[config.mk]
export PLATFORM = sky130hd
export DESIGN_NAME = fsm_trigger_seq
export DESIGN_NICKNAME = d
export VERILOG_FILES = /design/src/rtl/fsm_trigger_seq.sv
export SDC_FILE = /design/constraint.sdc
export NUM_CORES = 1
export LEC_CHECK = 0
export ABC_AREA = 1
export CAP_MARGIN = 20
export CORE_MARGIN = 10
export CORE_UTILIZATION = 35
export CTS_BUF_LIST = sky130_fd_sc_hd__clkbuf_16
export DETAILED_ROUTE_END_ITERATION = 8
export PLACE_DENSITY = 0.54
export SYNTH_ARGS = -nofsm -noshare
export SYNTH_HDL_FRONTEND = slang
export SYNTH_SLANG_ARGS = --single-unit
[constraint.sdc]
create_clock -name clk -period 4.6 [get_ports clk]
set_clock_uncertainty 0.05 [all_clocks]
set_input_delay 0.46 -clock clk [delete_from_list [all_inputs] [get_ports clk]]
set_output_delay 0.46 -clock clk [all_outputs]
set_load 0.05 [all_outputs]
[src/rtl/fsm_trigger_seq.sv]
// -----------------------------------------------------------------------------
// fsm_trigger_seq
//
// Initiator side of the trigger/done handshake used by the counting fsm.
// A sequence, launched by start, issues NUM_RUNS single-cycle trigger pulses
// to a downstream timer fsm. Each trigger is followed by a wait for its done
// response, guarded by a watchdog. Consecutive runs are separated by GAP idle
// cycles. Status is reported to the board top / LED logic.
//
// Parameters
//   NUM_RUNS  trigger/done exchanges per start (1..127)
//   TIMEOUT   max cycles spent waiting for done before error (1..127)
//   GAP       idle cycles between a done and the next trigger (0 allowed)
//
// Ports
//   clk          in   system clock, rising edge
//   rst_n        in   asynchronous reset, active low
//   en           in   global enable; low pauses the wait/gap counters
//   start        in   request a sequence; honoured only in IDLE or ERR
//   done         in   completion from the downstream fsm; honoured only in WAIT
//   trigger      out  single-cycle start pulse to the downstream fsm
//   busy         out  high while a sequence is in progress
//   finished     out  one-cycle pulse when all NUM_RUNS exchanges complete
//   timeout_err  out  sticky watchdog error, cleared by the next accepted start
//   run_count    out  completed exchanges in the current sequence
// -----------------------------------------------------------------------------
module fsm_trigger_seq #(
  parameter logic [6:0] NUM_RUNS = 7'd4,
  parameter logic [6:0] TIMEOUT  = 7'd64,
  parameter logic [6:0] GAP      = 7'd3
) (
  input  logic       clk,
  input  logic       rst_n,
  input  logic       en,
  input  logic       start,
  input  logic       done,
  output logic       trigger,
  output logic       busy,
  output logic       finished,
  output logic       timeout_err,
  output logic [6:0] run_count
);

  typedef enum logic [2:0] {
    S_IDLE,
    S_FIRE,
    S_WAIT,
    S_GAP,
    S_FINISH,
    S_ERR
  } state_t;

  // Terminal counts. GAP_LAST is only used when GAP != 0, so its wrap at
  // GAP == 0 is never observed.
  localparam logic [6:0] TIMEOUT_LAST = TIMEOUT - 7'd1;
  localparam logic [6:0] GAP_LAST     = GAP - 7'd1;

  state_t     state;
  state_t     state_nxt;
  logic [6:0] wait_cnt;
  logic [6:0] gap_cnt;
  logic [6:0] run_count_inc;

  assign run_count_inc = run_count + 7'd1;

  // Next-state decode. It is used both to advance the state register and to
  // load the output flops, so every output is a plain flop (glitch-free) that
  // lines up exactly with the state it describes.
  always_comb begin
    // NOTE: every variable written here gets a default first, so no path
    // leaves it unassigned and no latch is inferred.
    state_nxt = state;
    case (state)
      S_IDLE, S_ERR: begin
        if (start && en) state_nxt = S_FIRE;
      end
      S_FIRE: begin
        // One cycle regardless of en: trigger can never stretch.
        state_nxt = S_WAIT;
      end
      S_WAIT: begin
        // done wins over the watchdog, and is honoured even while paused.
        if (done) begin
          if (run_count_inc == NUM_RUNS) state_nxt = S_FINISH;
          else if (GAP == 7'd0)          state_nxt = S_FIRE;
          else                           state_nxt = S_GAP;
        end else if (en && (wait_cnt == TIMEOUT_LAST)) begin
          state_nxt = S_ERR;
        end
      end
      S_GAP: begin
        if (en && (gap_cnt == GAP_LAST)) state_nxt = S_FIRE;
      end
      S_FINISH: begin
        state_nxt = S_IDLE;
      end
      default: begin
        state_nxt = S_IDLE;
      end
    endcase
  end

  // NOTE: the reset branch is asynchronous (rst_n is in the sensitivity list),
  // so an abort mid-sequence clears every output without waiting for a clock.
  always_ff @(posedge clk or negedge rst_n) begin
    if (!rst_n) begin
      state       <= S_IDLE;
      trigger     <= 1'b0;
      busy        <= 1'b0;
      finished    <= 1'b0;
      timeout_err <= 1'b0;
      run_count   <= 7'd0;
      wait_cnt    <= 7'd0;
      gap_cnt     <= 7'd0;
    end else begin
      // NOTE: non-blocking assignments throughout, so every flop here samples
      // the pre-edge values and the order of the statements does not matter.
      state       <= state_nxt;
      trigger     <= (state_nxt == S_FIRE);
      busy        <= (state_nxt inside {S_FIRE, S_WAIT, S_GAP, S_FINISH});
      finished    <= (state_nxt == S_FINISH);
      // ERR is only left through an accepted start, which makes this sticky.
      timeout_err <= (state_nxt == S_ERR);

      case (state)
        S_IDLE, S_ERR: begin
          if (start && en) run_count <= 7'd0;
        end
        S_FIRE: begin
          wait_cnt <= 7'd0;
        end
        S_WAIT: begin
          if (done) begin
            run_count <= run_count_inc;
            gap_cnt   <= 7'd0;
          end else if (en) begin
            wait_cnt <= wait_cnt + 7'd1;
          end
        end
        S_GAP: begin
          if (en) gap_cnt <= gap_cnt + 7'd1;
        end
        default: begin
        end
      endcase
    end
  end

endmodule

==> reports/qor.csv <==
stage;metric;value;unit
status;status;complete, no violations;
sta;Setup WS post-layout;2.56;ns
critical_path;CP top delay family;buffers and inverters;
critical_path;Worst Path Buf+Inv;1;
cts;Inserted Clock Buffers;3;
placed_design;hpwl dp;2530;um
final_layout;synth-to-layout area growth;17.0;%
floorplan;Core Rows;24;
sta;slew at the pin closest to its max-slew limit;0.502;ns
power;Worst VDD drop;174;uV
sta;TNS Setup;0;ns
critical_path;crit-path cells;clkdlybuf4s50_1;
critical_path;crit start category;flip-flop;
drt;drt first pass iters;4;
sta;RSZ-0062 raised after global routing;no;
synth;synth warn;0;
cts;clk sinks;28;
cts;post-CTS resize count;0;
critical_path;reg2reg path depth;10;
synth;Synth Cell Area;1660;um^2
synth;simple logic cell fraction of the synthesized area;0.354;
floorplan;Ports;16;
cts;CTS Buffer Depth;2;
cts;Worst-path clk slew;0.07;ns
final_layout;layout cells sized above 1;0.161;
sta;setup violators final;0;
floorplan;chip width;88.8;um
grt;GRT Resource Usage Total;0.0956;
critical_path;CP peak stage delay;0.84;ns
critical_path;Worst Setup Path Type;reg -> out;
grt;vias in the first global route;1308;
drt;final WL;3350;um
final_layout;Layout Nets;227;
synth;main combinational cell family by area after synthesis;simple AND/OR/NAND/NOR gates;
synth;distinct cell type count after synthesis;31;
sta;Slew Viols, Final;0;
synth;Synth Area in XOR/XNOR;0.00529;
sta;max_slew headroom;0.665;
drt;Residual DRC;0;
critical_path;crit end category;primary output;
drt;Detail Route Antenna Nets;0;
critical_path;Worst path depth;1;
grt;remaining global-route overflow;0;
grt;first-pass GRT wire length;6090;um
critical_path;Worst path slowest cell;clkdlybuf4s50_1;
placed_design;count of buffers from port buffering;15;
floorplan;die area;7880;um^2
power;Lkg Pwr;0.000882;uW
drt;drt first-iter violations;58;
synth;Synth Area in Compound Gates;0.110;
cts;CTS H-tree depth;1;
hold_path;worst hold path class;reg -> reg;
drt;DR vias;1325;
sta;Fmax;490;MHz
synth;adder-cell area share of the yosys netlist;0.0302;
cts;cts hold-fix bufs;0;
floorplan;initial core utilization;0.370;
placed_design;gpl congestion;0.771;
critical_path;WP data arrival;1.53;ns
grt;antenna violations before repair;0;
synth;Synth Instances;198;
cts;Root Driver;clkbuf_16;
drt;vias per cell;4.93;
hold_path;hold depth;1;
critical_path;highest net fanout along the worst path;6;
grt;pin count of the biggest net entering global routing;29;
synth;synthesized flop and latch total;28;
drt;drt wl/cell;12.5;um
power;pwr/cell area;574;nW/um^2
floorplan;CORE AREA;4470;um^2
synth;sequential fraction of the synthesis area;0.423;
synth;syn_area_per_cell;8.37;um^2
sta;final hold vios;0;
cts;post-CTS setup repair buffer count;0;
critical_path;Worst Path Required;4.09;ns
run;maxcap violations;0;
sta;Final min period;2.04;ns
synth;mux cell area share after synthesis;0;
placed_design;pre-CTS setup slack;2.56;ns
cts;Worst-Skew Late Latency;0.26;ns
sta;Tcrit/Tclk final;0.444;
cts;CTS tree;done;
floorplan;Die Ht;88.8;um
final_layout;Core Util, Final;0.433;
final_layout;Diodes inserted;0;
synth;Syn Nets;207;
-- power breakdown --
group          internal (uW)  switching, uW  total, uW
logic                    177            369        545
clock network            116           80.5        197
registers                306           63.3        369
total                    599            513       1110
-- kinds of logic after synthesis --
group | after synthesis
AOI/OAI and AO/OA | 31
xor gates and xnor gates | 1
adders and majority gates | 4
buffers and inverters | 26
DFF | 28
and+or+nand+nor | 108
-- sequential cells by signal, summed over array words and instances, names as in the netlist --
signal and cells:
busy 1, finished 1, gap_cnt 7, run_count 7, state 3, timeout_err 1
trigger 1, wait_cnt 7
-- final cells by class --
type                            instances  area [um^2]
Timing Repair Buffer                   16          158
Multi-Input combinational cell        144          827
Inverter                               25          109
Clock buffer                            3         75.1
Fill cell                             452         2540
Clock inverter                          1         3.75
Sequential cell                        28          701
Tap cell                               52         65.1
-- routing by layer --
| metal | global-route usage | up-vias | part of all wire |
|---|---|---|---|
| met3 | 0.0156 | 2 | 0.040 |
| met4 | 0.0396 | 0 | 0.011 |
| met1 | 0.126 | 610 | 0.49 |
| met5 | 0 | - | 0 |
| li1 | - | 695 | - |
| met2 | 0.151 | 18 | 0.46 |
-- cell usage in the layout, fill, tap and decap left out, types with 2 or more instances in the layout --
| cell | n |
|---|---|
| a21oi_1 | 8 |
| clkbuf_16 | 3 |
| clkdlybuf4s50_1 | 15 |
| clkinv_1 | 2 |
| dfrtp_1 | 28 |
| ha_1 | 4 |
| inv_1 | 20 |
| inv_2 | 2 |
| nand2_1 | 37 |
| nand2_2 | 7 |
| nand2_4 | 5 |
| nand3_1 | 14 |
| nand3_2 | 4 |
| nand3_4 | 2 |
| nand4_1 | 5 |
| nor2_1 | 19 |
| nor2_2 | 5 |
| nor3_1 | 6 |
| nor3_2 | 2 |
| o21ai_0 | 12 |
| o21bai_1 | 4 |
| o22ai_1 | 2 |
-- Yosys cell counts (all sizes together) --
cell	instances	area, um^2
o21a	1	7.51
a21oi	8	40.0
o31ai	1	7.51
xor2	1	8.76
nor4	1	6.26
buf	1	20.0
o21bai	4	30.0
o21ai	13	65.1
nor3	8	50.1
nand3	20	145
a31oi	1	6.26
o22ai	3	25.0
nand4	5	31.3
clkinv	2	20.0
ha	4	50.1
inv	23	88.8
nor3b	1	12.5
nand2	49	239
dfrtp	28	701
nor2	24	103
-- path summary, 6_finish.rpt --
check	from	end	slack (ns)
min in group asynchronous	rst_n	gap_cnt[1]	0.53
worst min-delay path	wait_cnt[6]	wait_cnt[6]	0.42
max in group asynchronous	rst_n	busy	3.71
worst max register to register	run_count[0]	busy	2.84
worst min register to register	wait_cnt[6]	wait_cnt[6]	0.42
worst max-delay path	run_count[2]	run_count[2]	2.56
-- per-stage QoR --
step | area (um^2) | power [uW] | std cells | hold slack [ns]
finish | 1940 | 1110 | 269 | 0.424
CTS | 1940 | 1130 | 269 | 0.425
global placement | 1860 | 925 | 265 | 0.416
floorplan | 1660 | 787 | 198 | 0.114
detailed placement | 1860 | 925 | 265 | 0.415
global route | 1940 | 1210 | 269 | 0.449
Note: power is estimated with default switching activity, not from simulation.
